<file path="src/rtl/tank_pump_sequencer_pkg.sv">
// Shared types for the tank pump sequencer: FSM state and fault code encodings.
package tank_pump_sequencer_pkg;

    typedef enum logic [1:0] {
        ST_IDLE  = 2'b00,
        ST_FILL  = 2'b01,
        ST_FAULT = 2'b10
    } state_t;

    typedef enum logic [1:0] {
        FC_NONE   = 2'b00,
        FC_SENSOR = 2'b01,
        FC_DRYRUN = 2'b10
    } fault_code_t;

    localparam logic PUMP_A = 1'b0;
    localparam logic PUMP_B = 1'b1;

    // High water seen without low water: a sensor must be lying.
    function automatic logic sensors_inconsistent(input logic i_db, input logic s_db);
        return !i_db && s_db;
    endfunction

endpackage

</file>
<file path="src/rtl/sensor_debounce.sv">
// Two-flop synchroniser followed by a hold counter; db follows raw only after
// the synchronised value has differed from db for DEB_CYCLES consecutive cycles.
module sensor_debounce #(
    parameter int   DEB_CYCLES = 4,
    parameter logic RST_VAL    = 1'b0
) (
    input  logic clk,
    input  logic reset,
    input  logic raw,
    output logic db
);

    localparam int CW = $clog2(DEB_CYCLES);
    localparam logic [CW-1:0] CNT_LAST = CW'(DEB_CYCLES - 1);

    logic          sync1, sync2;
    logic [CW-1:0] cnt;

    // Synchroniser resets to the debounced reset value so release causes no spurious edge.
    always_ff @(posedge clk) begin
        if (reset) begin
            sync1 <= RST_VAL;
            sync2 <= RST_VAL;
            db    <= RST_VAL;
            cnt   <= '0;
        end else begin
            sync1 <= raw;
            sync2 <= sync1;
            if (sync2 == db) begin
                cnt <= '0;
            end else if (cnt == CNT_LAST) begin
                db  <= sync2;
                cnt <= '0;
            end else begin
                cnt <= cnt + 1'b1;
            end
        end
    end

endmodule

</file>
<file path="src/rtl/tank_pump_sequencer.sv">
// Two-pump tank fill sequencer: debounced level sensors drive a Moore FSM with
// hysteresis, pump alternation, minimum run time and a dry-run timeout.
module tank_pump_sequencer
    import tank_pump_sequencer_pkg::*;
#(
    parameter int DEB_CYCLES = 4,
    parameter int MIN_RUN    = 16,
    parameter int MAX_RUN    = 1000,
    parameter int CNT_W      = 10
) (
    input  logic       clk,
    input  logic       reset,
    input  logic       I,
    input  logic       S,
    input  logic       enable,
    input  logic       fault_clr,
    output logic       pump_a,
    output logic       pump_b,
    output logic       busy,
    output logic       fault,
    output logic [1:0] fault_code
);

    localparam logic [CNT_W-1:0] RUN_LAST = CNT_W'(MAX_RUN - 1);
    localparam logic [CNT_W-1:0] RUN_SAT  = CNT_W'(MAX_RUN);
    localparam logic [CNT_W-1:0] MIN_LAST = CNT_W'(MIN_RUN - 1);
    // bit 0 = lower sensor I (resets wet), bit 1 = upper sensor S (resets dry)
    localparam logic [1:0] DB_RST = 2'b01;

    logic [1:0] raw, db;
    logic       i_db, s_db, incons;

    assign raw = {S, I};

    for (genvar g = 0; g < 2; g++) begin : g_deb
        sensor_debounce #(
            .DEB_CYCLES(DEB_CYCLES),
            .RST_VAL   (DB_RST[g])
        ) u_deb (
            .clk  (clk),
            .reset(reset),
            .raw  (raw[g]),
            .db   (db[g])
        );
    end

    assign i_db   = db[0];
    assign s_db   = db[1];
    assign incons = sensors_inconsistent(i_db, s_db);

    state_t           state, state_n;
    fault_code_t      code, code_n;
    logic             sel, sel_n;
    logic             last_pump, last_n;
    logic [CNT_W-1:0] run_cnt, cnt_n;

    always_ff @(posedge clk) begin
        if (reset) begin
            state     <= ST_IDLE;
            code      <= FC_NONE;
            sel       <= PUMP_A;
            last_pump <= PUMP_B;
            run_cnt   <= '0;
        end else begin
            state     <= state_n;
            code      <= code_n;
            sel       <= sel_n;
            last_pump <= last_n;
            run_cnt   <= cnt_n;
        end
    end

    always_comb begin
        state_n = state;
        code_n  = code;
        sel_n   = sel;
        last_n  = last_pump;
        cnt_n   = run_cnt;
        case (state)
            ST_IDLE: begin
                if (incons) begin
                    state_n = ST_FAULT;
                    code_n  = FC_SENSOR;
                end else if (enable && !i_db) begin
                    state_n = ST_FILL;
                    sel_n   = ~last_pump;
                    cnt_n   = '0;
                end
            end
            ST_FILL: begin
                if (incons) begin
                    state_n = ST_FAULT;
                    code_n  = FC_SENSOR;
                end else if (run_cnt == RUN_LAST && !s_db) begin
                    state_n = ST_FAULT;
                    code_n  = FC_DRYRUN;
                end else if (!enable) begin
                    state_n = ST_IDLE;
                end else if (s_db && run_cnt >= MIN_LAST) begin
                    state_n = ST_IDLE;
                end else if (run_cnt != RUN_SAT) begin
                    cnt_n = run_cnt + 1'b1;
                end
                // Every way out of a fill, aborted or not, hands the next cycle to the other pump.
                if (state_n != ST_FILL) last_n = sel;
            end
            ST_FAULT: begin
                if (fault_clr && !incons) begin
                    state_n = ST_IDLE;
                    code_n  = FC_NONE;
                end
            end
            default: begin
                state_n = ST_IDLE;
                code_n  = FC_NONE;
            end
        endcase
    end

    assign pump_a     = (state == ST_FILL) && (sel == PUMP_A);
    assign pump_b     = (state == ST_FILL) && (sel == PUMP_B);
    assign busy       = (state == ST_FILL);
    assign fault      = (state == ST_FAULT);
    assign fault_code = code;

endmodule

</file>
<file path="config.mk">
export PLATFORM = sky130hd
export DESIGN_NAME = tank_pump_sequencer
export DESIGN_NICKNAME = d
export VERILOG_FILES = /design/src/rtl/tank_pump_sequencer_pkg.sv /design/src/rtl/sensor_debounce.sv /design/src/rtl/tank_pump_sequencer.sv
export SDC_FILE = /design/constraint.sdc
export NUM_CORES = 1
export LEC_CHECK = 0
export CORE_MARGIN = 5
export CORE_UTILIZATION = 40
export CTS_CLUSTER_DIAMETER = 80
export DETAILED_ROUTE_END_ITERATION = 6
export HOLD_SLACK_MARGIN = 0.12
export SYNTH_ARGS = -nofsm -noshare
export SYNTH_HDL_FRONTEND = slang
export SYNTH_SLANG_ARGS = --single-unit
</file>
<file path="constraint.sdc">
create_clock -name clk -period 3.7 [get_ports clk]
set_clock_uncertainty 0.1 [all_clocks]
set_input_delay 0.555 -clock clk [delete_from_list [all_inputs] [get_ports clk]]
set_output_delay 0.555 -clock clk [all_outputs]
set_load 0.02 [all_outputs]
</file>
==> After elaboration in Yosys (flattened, before gate mapping) <==
Cells that the tools add are included.
{ "word_totals": {"out_inout_bits": 6, "reg_bits": 26, "elab_cells": 84, "in_bits": 6} }
{ "classes": {"n_eq_ne": 20, "muxes": 21, "n_reduce_logical": 21, "n_bitwise": 5, "order_cmp": 1, "addsub": 3} }
{ "ops": {"columns": ["cell", "n"], "rows": [
  ["$mux W10", 7],
  ["$mux W2", 11],
  ["$pmux W10 S2", 1],
  ["$ne A2 B2 Y1 const B", 7],
  ["$pmux W2 S3", 2],
  ["$add A10 B1 Y10 const B", 1],
  ["$eq A10 B10 Y1 const B", 1],
  ["$ge A10 B4 Y1 const B", 1],
  ["$ne A10 B10 Y1 const B", 1],
  ["$reduce_and A2 Y1", 4],
  ["$reduce_and A8 Y1", 1],
  ["$logic_and A1 B1 Y1", 7],
  ["$eq A2 B2 Y1 const B", 3],
  ["$ne A2 B1 Y1 const B", 3],
  ["$reduce_and A3 Y1", 2],
  ["$reduce_or A3 Y1", 2],
  ["$not A1 Y1", 5],
  ["$add A2 B1 Y2 const B", 2],
  ["$logic_not A1 Y1", 3],
  ["$ne A3 B1 Y1 const B", 1],
  ["$ne A3 B3 Y1 const B", 1],
  ["$eq A1 B1 Y1", 2],
  ["$eq A2 B1 Y1 const B", 1],
  ["$logic_not A2 Y1", 1],
  ["$reduce_bool A2 Y1", 1]
]} }

==> Depth between registers and ports, before layout <==
Gate-level depths: netlist of the first run.
{ "depth": {"depth_word": 9, "mapped_depth": 8, "mapped_depth_nobuf": 7} }

==> By module <==
A second synthesis of the first run with hierarchy kept.
{ "unflattened": {"hier_cells": 145, "area_unflattened_um2": 1328.8} }
{ "modules_own_cells": {"columns": ["mod", "instances", "cells_each", "area_per_inst_um2", "seq_area_each_um2"], "rows": [
  ["tank_pump_sequencer", 1, 119, 988.4, 320.3],
  ["sensor_debounce at g_deb[0].u_deb", 1, 13, 171.4, 100.1],
  ["sensor_debounce at g_deb[1].u_deb", 1, 13, 168.9, 100.1]
]} }

==> Worst setup path before layout of the first run <==
Ideal clock, no wire load.
{ "synth_path": {"path_kind": "register to register", "start": "register run_cnt[0]", "end": "register run_cnt[8]", "n_path_buf": 1, "path_slack_ps": 1615, "required_time_ps": 3530, "period_less_slack_ps": 2085, "setup_ps": 70, "t_arrival_ps": 1915, "stages_incl_launch_ff": 8, "cell_sequence": "dfxtp_1 > ha_1 > and3_2 > o41ai_4 > nand3_2 > buf_6 > or3_1 > a21oi_1"} }
{ "synth_between": {"elab_chain_cells": 7, "elab_cells_between_ends": 16, "classes_between": "1 x add/sub; 1 x order compare; 5 x eq/ne; 6 x mux; 3 x reduce/logical"} }
{ "synth_lines": {"columns": ["item", "line", "source"], "rows": [
  ["start, declared", "tank_pump_sequencer.sv:55", "logic [CNT_W-1:0] run_cnt, cnt_n;"],
  ["start signal, assigned", "tank_pump_sequencer.sv:69", "run_cnt <= cnt_n;"],
  ["$add A10 B1 Y10", "tank_pump_sequencer.sv:102", "cnt_n = run_cnt + 1'b1;"],
  ["$mux W10", "tank_pump_sequencer.sv:101", "end else if (run_cnt != RUN_SAT) begin"],
  ["$mux W10", "tank_pump_sequencer.sv:99", "end else if (s_db && run_cnt >= MIN_LAST) begin"],
  ["$mux W10", "tank_pump_sequencer.sv:97", "end else if (!enable) begin"],
  ["$mux W10", "tank_pump_sequencer.sv:94", "end else if (run_cnt == RUN_LAST && !s_db) begin"],
  ["$mux W10", "tank_pump_sequencer.sv:91", "if (incons) begin"],
  ["$pmux W10 S2", "tank_pump_sequencer.sv:79", "case (state)"]
]} }
Several ways; a longest one is shown, not always the timed one. The select of a mux whose other input is x is not followed.
A chain may end at the register's enable or synchronous reset.

==> Final worst setup path of the first run <==
{ "layout_path": {"start": "register state[1]", "end": "output pump_b"} }
{ "layout_between": {"elab_chain_cells": 2} }
{ "layout_lines": {"columns": ["item", "line", "source"], "rows": [
  ["start, declared", "tank_pump_sequencer.sv:51", "state_t state, state_n;"],
  ["start signal, assigned", "tank_pump_sequencer.sv:65", "state <= state_n;"],
  ["$eq A2 B1 Y1", "tank_pump_sequencer.sv:121", "assign pump_b = (state == ST_FILL) && (sel == PUMP_B);"],
  ["$logic_and A1 B1 Y1", "tank_pump_sequencer.sv:121", null],
  ["end, declared", "tank_pump_sequencer.sv:18", "output logic pump_b,"]
]} }
Every way passes these cells.

==> flow_metrics.tcl, run 1 <==
set metrics [dict create \
    status "finished clean" \
    criticalPathCategory "register to output port" \
    num_vias 1036 \
    hpwlAfterDp_mm 1.80 \
    initial_core_util 0.420 \
    clock-sinks 26 \
    coreArea_mm2 0.00308 \
    synth_common_cells "dfxtp_1, nor2_1, a21oi_1" \
    grt_max_degree 19 \
    worst_slew_pin_slew_ns 0.472 \
    fin_total_pwr_mw 0.537 \
    drt-total-wl_mm 2.49 \
    synth-main-ff-cell "dfxtp_1" \
    synth.top_cell.area_share 0.403 \
    gp_congestion 0.803 \
    grt_util_all_layers 0.126 \
    area_growth_pct 14.8 \
    wire_per_inst_um 12.4 \
    p_per_area_mw_per_mm2 362 \
    crit_path_end_kind "output port" \
    grt_pass1_wl_mm 4.42 \
    setup_viol 0 \
    numPlacedInstances 196 \
    avgSynthCellArea_um2 8.78 \
    peakVddDrop_mv 0.132 \
    grt_setup_unrepaired "no" \
    drv_slew 0 \
    insertion_delay_ns 0.32 \
    yosysMostFrequentCell "dfxtp_1" \
    seq_area_frac_synth 0.403 \
    maxCapViolCount 0 \
    fin_hold_ws_ns 0.329 \
    cts_tree "built" \
    worst_slack_ns 1.02 \
    fill_cells 309 \
    drc 0 \
    maxSlewHeadroom 0.681 \
    cts-resized-gates 0 \
    cts_setup_buffers 0 \
    fin_crit_sh 0.724 \
    cts_buffers 3 \
    fp.dieH_um 66.8 \
    h-tree-depth 1 \
    hold_buffers 0 \
    instances_no_fill 200 \
    cp.required_ns 3.04 \
    synth_edf_count 0 \
    drtAntennaViolNets 0 \
    hold_viol 0 \
    clk_pin_slew_ns 0.14 \
    synth_top_cell_by_area "dfxtp_1" \
    drive_gt1_frac 0.0962 \
    crit_arrival_ns 2.02 \
    period_minus_slack_ns 2.68 \
    drtPass1Iterations 4 \
    synth-seq-cells 26 \
    synth_cells 147 \
    root_buffer "clkbuf_4" \
    clock_path_buffers 2 \
    drt_first_iter_violations 53 \
    async_reset_ff_frac 0 \
    viasPerCell 5.18 \
    diodes 0 \
    place_ws_ns 1.11 \
    multi_input_area_um2 714 \
    ys_types 43 \
    grt-ovfl-total 0 \
    io_buffers 11 \
    synth_area_leaders "dfxtp_1, nor2_1, a21oi_1" \
    syn_nets 157 \
    grt_antenna_before_repair 0 \
    yosysWarnings 0 \
    synth_area_mm2 0.00129 \
    p_leak_nw 0.557 \
    tns_ns 0 \
    die_area_mm2 0.00446 \
    cp-start-kind "register" \
    register_area_um2 520 \
    fin_nets 167 \
    hold_path.class "register to register" \
    io-pin-count 12 \
    core.rowCount 20 \
    die_x_um 66.8 \
    worstPathMaxFanout 12 \
    fmax_mhz 373 \
    grt_pass1_vias 990 \
]
## registers in the layout, indices dropped and copies added, names as in the netlist
| register | count |
|---|---|
| g_deb.u_deb.sync1 | 2 |
| last_pump | 1 |
| g_deb.u_deb.db | 2 |
| state | 2 |
| g_deb.u_deb.sync2 | 2 |
| sel | 1 |
| fault_code | 2 |
| g_deb.u_deb.cnt | 4 |
| run_cnt | 10 |
## cell families after synthesis
group / share of synthesized area
AOI/OAI and AO/OA: 0.163
xor gates and xnor gates: 0.0339
adders and majority gates: 0.0388
buffers and inverters: 0.0436
DFF: 0.403
muxes: 0.00775
and+or+nand+nor: 0.310
## where the power goes
part	internal (mW)	switching, mW
combinational	0.0223	0.0240
clock	0.109	0.0864
sequential	0.286	0.00842
total	0.418	0.119
## per-stage QoR
| step | utilization | cell area [um^2] |
|---|---|---|
| finish | 0.482 | 1480 |
| global route | 0.482 | 1480 |
| CTS | 0.482 | 1480 |
| detailed placement | 0.465 | 1430 |
| global placement | 0.465 | 1430 |
| floorplan | - | 1290 |
## area by class of cell
class,count,area share
Multi-Input combinational cell,108,0.482
Clock buffer,3,0.0152
Timing Repair Buffer,12,0.0793
Sequential cell,26,0.351
Inverter,6,0.0152
Clock inverter,1,0.0203
Tap cell,44,0.0371
## layout by cell type, fill, tap and decap left out, types with 2 or more instances in the layout
master	netlist	routed
nand2_1	2	2
and3_1	2	2
a21oi_1	11	11
nand3_1	8	8
o21ai_0	8	8
or2_2	2	2
inv_1	6	6
nand4_1	3	3
xnor2_1	2	2
nand2b_1	5	5
xor2_1	3	3
or3_1	5	5
clkdlybuf4s50_1	0	11
nor2b_1	8	8
dfxtp_1	26	26
or4_1	2	2
clkbuf_4	0	3
o211ai_1	2	2
and2_1	2	2
ha_1	4	4
nor2_1	17	17
## routing by layer
layer	track usage	routed length, um	vias up
li1	-	-	545
met1	0.175	1300	473
met2	0.194	1090	16
met3	0.0236	82	2
met4	0.0431	21	0
met5	0	0	-
## critical path, cell delays in order (launching register included)
cell and delay [ns]:
dfxtp_1 0.58, nand2b_1 0.31, inv_1 0.11, and2_1 0.17, clkdlybuf4s50_1 0.53
## worst paths after layout
kind                                endpoint  depth (start not counted)                             from  slack [ns]
max                                   pump_b                          4            state[1]$_SDFFE_PP0P_        1.02
max reg2reg          run_cnt[6]$_SDFFE_PP0P_                          6          run_cnt[0]$_SDFFE_PP0P_        1.25
min reg2reg  g_deb[0].u_deb.sync2$_SDFF_PP1_                          1  g_deb[0].u_deb.sync1$_SDFF_PP1_        0.33
min          g_deb[0].u_deb.sync2$_SDFF_PP1_                          1  g_deb[0].u_deb.sync1$_SDFF_PP1_        0.33
(Power assumes the default switching activity.)
==> inputs of run 2 (changes only) <==
==> constraint.sdc (replaced) <==
create_clock -name clk -period 2.5 [get_ports clk]
set_clock_uncertainty 0.1 [all_clocks]
set_input_delay 0.375 -clock clk [delete_from_list [all_inputs] [get_ports clk]]
set_output_delay 0.375 -clock clk [all_outputs]
set_load 0.02 [all_outputs]
==> run 2 against run 1 <==
Effect of this change: flip-flop and latch count did not move; core utilization rose by 0.98 points; combinational power rose by 62%; largest cell class unchanged; critical path depth did not move; power rose by 50%; non-clock buffer count rose by 4; clock power rose by 51%; global-route usage rose by 0.11 points; via count rose by 4.0%; sequential power rose by 48%; final cell count rose by 2.0%.
==> flow_metrics.tcl, run 2 (same netlist as run 1, synthesis figures left out) <==
set metrics [dict create \
    clock-sinks 26 \
    hold_path.class "register to register" \
    hold_viol 0 \
    io-pin-count 12 \
    fill_cells 300 \
    drtPass1Iterations 2 \
    die_area_mm2 0.00446 \
    initial_core_util 0.420 \
    cts_setup_buffers 0 \
    drtAntennaViolNets 0 \
    diodes 0 \
    grt_setup_unrepaired "no" \
    setup_viol 0 \
    grt_pass1_wl_mm 4.40 \
    sequentialPowerShare 0.540 \
    worstPathMaxFanout 12 \
    peakVddDrop_mv 0.239 \
    status "finished clean" \
    cts-resized-gates 0 \
    fp.dieH_um 66.8 \
    top_register "run_cnt" \
    crit_path_cell_trace "nand2b_1 -> inv_1 -> and2_1 -> clkdlybuf4s50_1" \
    drc 0 \
    met1_usage 0.161 \
    grt-ovfl-total 0 \
    criticalPathCategory "register to output port" \
    grt_antenna_before_repair 0 \
    crit_arrival_ns 1.87 \
    num_vias 1077 \
    worst_slew_pin_slew_ns 0.436 \
    grt-busiest-layer "met2" \
    clk_pin_slew_ns 0.15 \
    p_clk_frac 0.367 \
    cts_tree "built" \
    crit_path_end_kind "output port" \
    met3_usage 0.0270 \
    maxSlewHeadroom 0.705 \
    p_sw_frac 0.228 \
    cts_buffers 3 \
    drv_slew 0 \
    insertion_delay_ns 0.33 \
    cp.required_ns 2.03 \
    cp-start-kind "register" \
    clock_path_buffers 2 \
    mostFrequentLayoutCell "dfxtp_1" \
    io_buffers 11 \
    p_leak_nw 0.576 \
    max_stage_delay_ns 0.57 \
    grt_pass1_vias 1038 \
    fin_nets 171 \
    mostFrequentLayoutCells "dfxtp_1, nor2_1, a21oi_1, clkdlybuf4s50_1" \
    gp_congestion 0.824 \
    viasPerCell 5.28 \
    numPlacedInstances 200 \
    internal-power_mw 0.623 \
    hold_buffers 0 \
    crit_slowest_cell "dfxtp_1" \
    comb_power_share 0.093 \
    fin_crit_sh 0.936 \
    drt-total-wl_mm 2.51 \
    coreArea_mm2 0.00308 \
    core.rowCount 20 \
    grt_util_all_layers 0.127 \
    period_minus_slack_ns 2.34 \
    drive_gt1_frac 0.119 \
    drt_first_iter_violations 40 \
    tns_ns 0 \
    met2_usage 0.207 \
    area_growth_pct 17.2 \
    h-tree-depth 1 \
    die_x_um 66.8 \
    instances_no_fill 204 \
    hpwlAfterDp_mm 1.90 \
    root_buffer "clkbuf_4" \
    fmax_mhz 427 \
    p_per_area_mw_per_mm2 533 \
    top_regs "run_cnt x10, g_deb.u_deb.cnt x4" \
    maxCapViolCount 0 \
    switchingPower_mw 0.184 \
    largest_reg_flops 10 \
    wire_per_inst_um 12.3 \
    grt_max_degree 18 \
]
run 2: cell count changes in the layout (fill, tap and decap cells not counted):
cell   change
buf_4      +4
run 2: worst max-delay path, delay by kind of cell (launching register included):
family        cells  cell delay [ns]
flops             1             0.57
buf+inv           2             0.62
simple gates      2             0.34
run 2: power groups by stage:
| stage | clock [mW] | sequential (mW) | combinational, mW |
|---|---|---|---|
| final | 0.296 | 0.436 | 0.0749 |
| after global routing | 0.318 | 0.438 | 0.0822 |
| after CTS | 0.302 | 0.435 | 0.0753 |
| after detailed placement | 0 | 0.444 | 0.0749 |
| after global placement | 0 | 0.444 | 0.0740 |
| after floorplan | 0 | 0.436 | 0.0522 |
run 2: path summary, 6_finish.rpt:
| path | slack (ns) | depth (start not counted) | startpoint | end |
|---|---|---|---|---|
| max | 0.16 | 4 | state[1]$_SDFFE_PP0P_ | pump_b |
| min | 0.33 | 1 | g_deb[0].u_deb.cnt[0]$_SDFF_PP0_ | g_deb[0].u_deb.cnt[0]$_SDFF_PP0_ |
| max reg2reg | 0.19 | 6 | run_cnt[0]$_SDFFE_PP0P_ | run_cnt[6]$_SDFFE_PP0P_ |
| min reg2reg | 0.33 | 1 | g_deb[0].u_deb.cnt[0]$_SDFF_PP0_ | g_deb[0].u_deb.cnt[0]$_SDFF_PP0_ |
run 2: stage by stage:
step	hold slack (ns)	area, um^2	setup WS (ns)	util	power (mW)
floorplan	0.289	1290	0.415	-	0.488
global placement	0.293	1460	0.246	0.474	0.518
detailed placement	0.301	1460	0.216	0.474	0.519
CTS	0.335	1510	0.173	0.491	0.812
global route	0.349	1510	0.0476	0.491	0.838
finish	0.330	1510	0.160	0.491	0.807
run 2: layout make-up:
| type | count | area (um^2) | share of cell area |
|---|---|---|---|
| multi-input cells | 108 | 714 | 0.472 |
| flip-flops and latches | 26 | 520 | 0.344 |
| repair buffers | 16 | 148 | 0.0976 |
| well taps | 44 | 55.1 | 0.0364 |
| clock inverters | 1 | 30.0 | 0.0199 |
| clock buffers | 3 | 22.5 | 0.0149 |
| inverters | 6 | 22.5 | 0.0149 |
run 2: metal layers:
| layer | part of all wire | vias up |
|---|---|---|
| met1 | 0.50 | 508 |
| met3 | 0.037 | 4 |
| met5 | 0 | - |
| li1 | - | 551 |
| met2 | 0.45 | 14 |
| met4 | 0.014 | 0 |
==> inputs of run 3 (changes only) <==
--- a/config.mk
+++ b/config.mk
@@ -6,10 +6,11 @@
 export NUM_CORES = 1
 export LEC_CHECK = 0
 export CORE_MARGIN = 5
-export CORE_UTILIZATION = 40
+export CORE_UTILIZATION = 45
 export CTS_CLUSTER_DIAMETER = 80
 export DETAILED_ROUTE_END_ITERATION = 6
 export HOLD_SLACK_MARGIN = 0.12
+export PLACE_DENSITY = 0.65
 export SYNTH_ARGS = -nofsm -noshare
 export SYNTH_HDL_FRONTEND = slang
 export SYNTH_SLANG_ARGS = --single-unit
==> run 3 against run 2 <==
Effect of this change: flip-flop and latch count is the same; hold slack lost 0.0039 ns; combinational power shrank 1%; non-clock buffer count shrank 1; core utilization grew 4.8 points; clock power shrank 4%; largest power group unchanged; highest routed layer unchanged.
==> flow_metrics.tcl, run 3 (same netlist as run 1, synthesis figures left out) <==
set metrics [dict create \
    status "finished clean" \
    cts_setup_buffers 0 \
    mostFrequentLayoutCell "dfxtp_1" \
    clock_path_buffers 2 \
    clock-sinks 26 \
    switchingPower_mw 0.174 \
    gp_congestion 0.822 \
    grt_setup_unrepaired "no" \
    crit_arrival_ns 1.84 \
    clk_pin_slew_ns 0.14 \
    grt_antenna_before_repair 0 \
    largest_reg_flops 10 \
    io_buffers 11 \
    maxSlewHeadroom 0.701 \
    fmax_mhz 431 \
    viasPerCell 5.64 \
    io-pin-count 12 \
    fin_area_mm2 0.00149 \
    worst_slack_ns 0.182 \
    insertion_delay_ns 0.32 \
    p_leak_nw 0.571 \
    cts_tree "built" \
    p_clk_frac 0.359 \
    mostFrequentLayoutCells "dfxtp_1, nor2_1, a21oi_1, clkdlybuf4s50_1" \
    fin_crit_sh 0.927 \
    wire_per_inst_um 12.9 \
    setup_viol 0 \
    fp.dieH_um 63.6 \
    crit_path_end_kind "output port" \
    drtPass1Iterations 4 \
    p_sw_frac 0.218 \
    internal-power_mw 0.622 \
    die_area_mm2 0.00404 \
    hold_buffers 0 \
    peakVddDrop_mv 0.391 \
    cp-start-kind "register" \
    period_minus_slack_ns 2.32 \
    min_path_cells 1 \
    place_ws_ns 0.212 \
    fin_nets 170 \
    h-tree-depth 1 \
    top_register "run_cnt" \
    grt_util_all_layers 0.136 \
    maxCapViolCount 0 \
    root_buffer "clkbuf_4" \
    place_area_mm2 0.00144 \
    cts_buffers 3 \
    grt_max_degree 18 \
    tns_ns 0 \
    comb_power_share 0.093 \
    drv_slew 0 \
    drtAntennaViolNets 0 \
    sequentialPowerShare 0.548 \
    hold_path.class "register to register" \
    initial_core_util 0.468 \
    criticalPathCategory "register to output port" \
    drc 0 \
    hpwlAfterDp_mm 1.85 \
    core.rowCount 19 \
    coreArea_mm2 0.00276 \
    p_per_area_mw_per_mm2 534 \
    reg2reg_depth 6 \
    cts-resized-gates 0 \
    diodes 0 \
    die_x_um 63.6 \
    grt_pass1_wl_mm 4.49 \
    drt_first_iter_violations 77 \
    worstPathMaxFanout 12 \
    drive_gt1_frac 0.113 \
    hold_viol 0 \
    drt-total-wl_mm 2.46 \
    cp.required_ns 2.03 \
    top_regs "run_cnt x10, g_deb.u_deb.cnt x4" \
    grt-ovfl-total 0 \
    area_growth_pct 15.3 \
    worst_slew_pin_slew_ns 0.442 \
    num_vias 1072 \
    grt_pass1_vias 1032 \
]
==> run 3: changes by cell type in the layout (fill, tap and decap cells not counted) <==
cell / previous run / this run
buf_4: 5 / 4
==> run 3: power groups by stage <==
stage               Clock, mW  Sequential, mW  Combinational [mW]
finish                  0.285           0.436              0.0740
global route            0.318           0.438              0.0824
CTS                     0.298           0.436              0.0743
detailed placement          0           0.445              0.0739
global placement            0           0.445              0.0725
floorplan                   0           0.436              0.0522
==> run 3: layout make-up <==
type,count,area (um^2)
Clock inverter,1,30.0
Multi-Input combinational cell,108,714
Timing Repair Buffer,15,140
Inverter,6,22.5
Tap cell,31,38.8
Sequential cell,26,520
Fill cell,276,1270
Clock buffer,3,22.5
==> run 3: per-stage QoR <==
stage	std cells	util	hold WS [ns]	total power, mW
4_1_cts	190	0.540	0.330	0.808
3_3_place_gp	186	0.521	0.295	0.517
3_5_place_dp	186	0.521	0.298	0.519
2_1_floorplan	147	-	0.289	0.488
5_1_grt	190	0.540	0.350	0.839
6_report	190	0.540	0.326	0.795
==> run 3: path summary, 6_finish.rpt <==
| kind | start | end | slack, ns |
|---|---|---|---|
| max | state[1]$_SDFFE_PP0P_ | pump_b | 0.18 |
| min | g_deb[1].u_deb.cnt[0]$_SDFF_PP0_ | g_deb[1].u_deb.cnt[0]$_SDFF_PP0_ | 0.33 |
| max reg2reg | run_cnt[0]$_SDFFE_PP0P_ | run_cnt[6]$_SDFFE_PP0P_ | 0.20 |
| min reg2reg | g_deb[1].u_deb.cnt[0]$_SDFF_PP0_ | g_deb[1].u_deb.cnt[0]$_SDFF_PP0_ | 0.33 |
==> run 3: critical path, stage by stage (launching register included) <==
cell	delay, ns
dfxtp_1	0.57
nand2b_1	0.18
inv_1	0.08
and2_1	0.16
clkdlybuf4s50_1	0.53
==> run 3: per-layer routing <==
layer,routed length (um),share of wire,global-route usage
met5,0,0,0
met4,53,0.022,0.0675
met3,112,0.046,0.0320
met2,1130,0.46,0.214
met1,1160,0.47,0.170
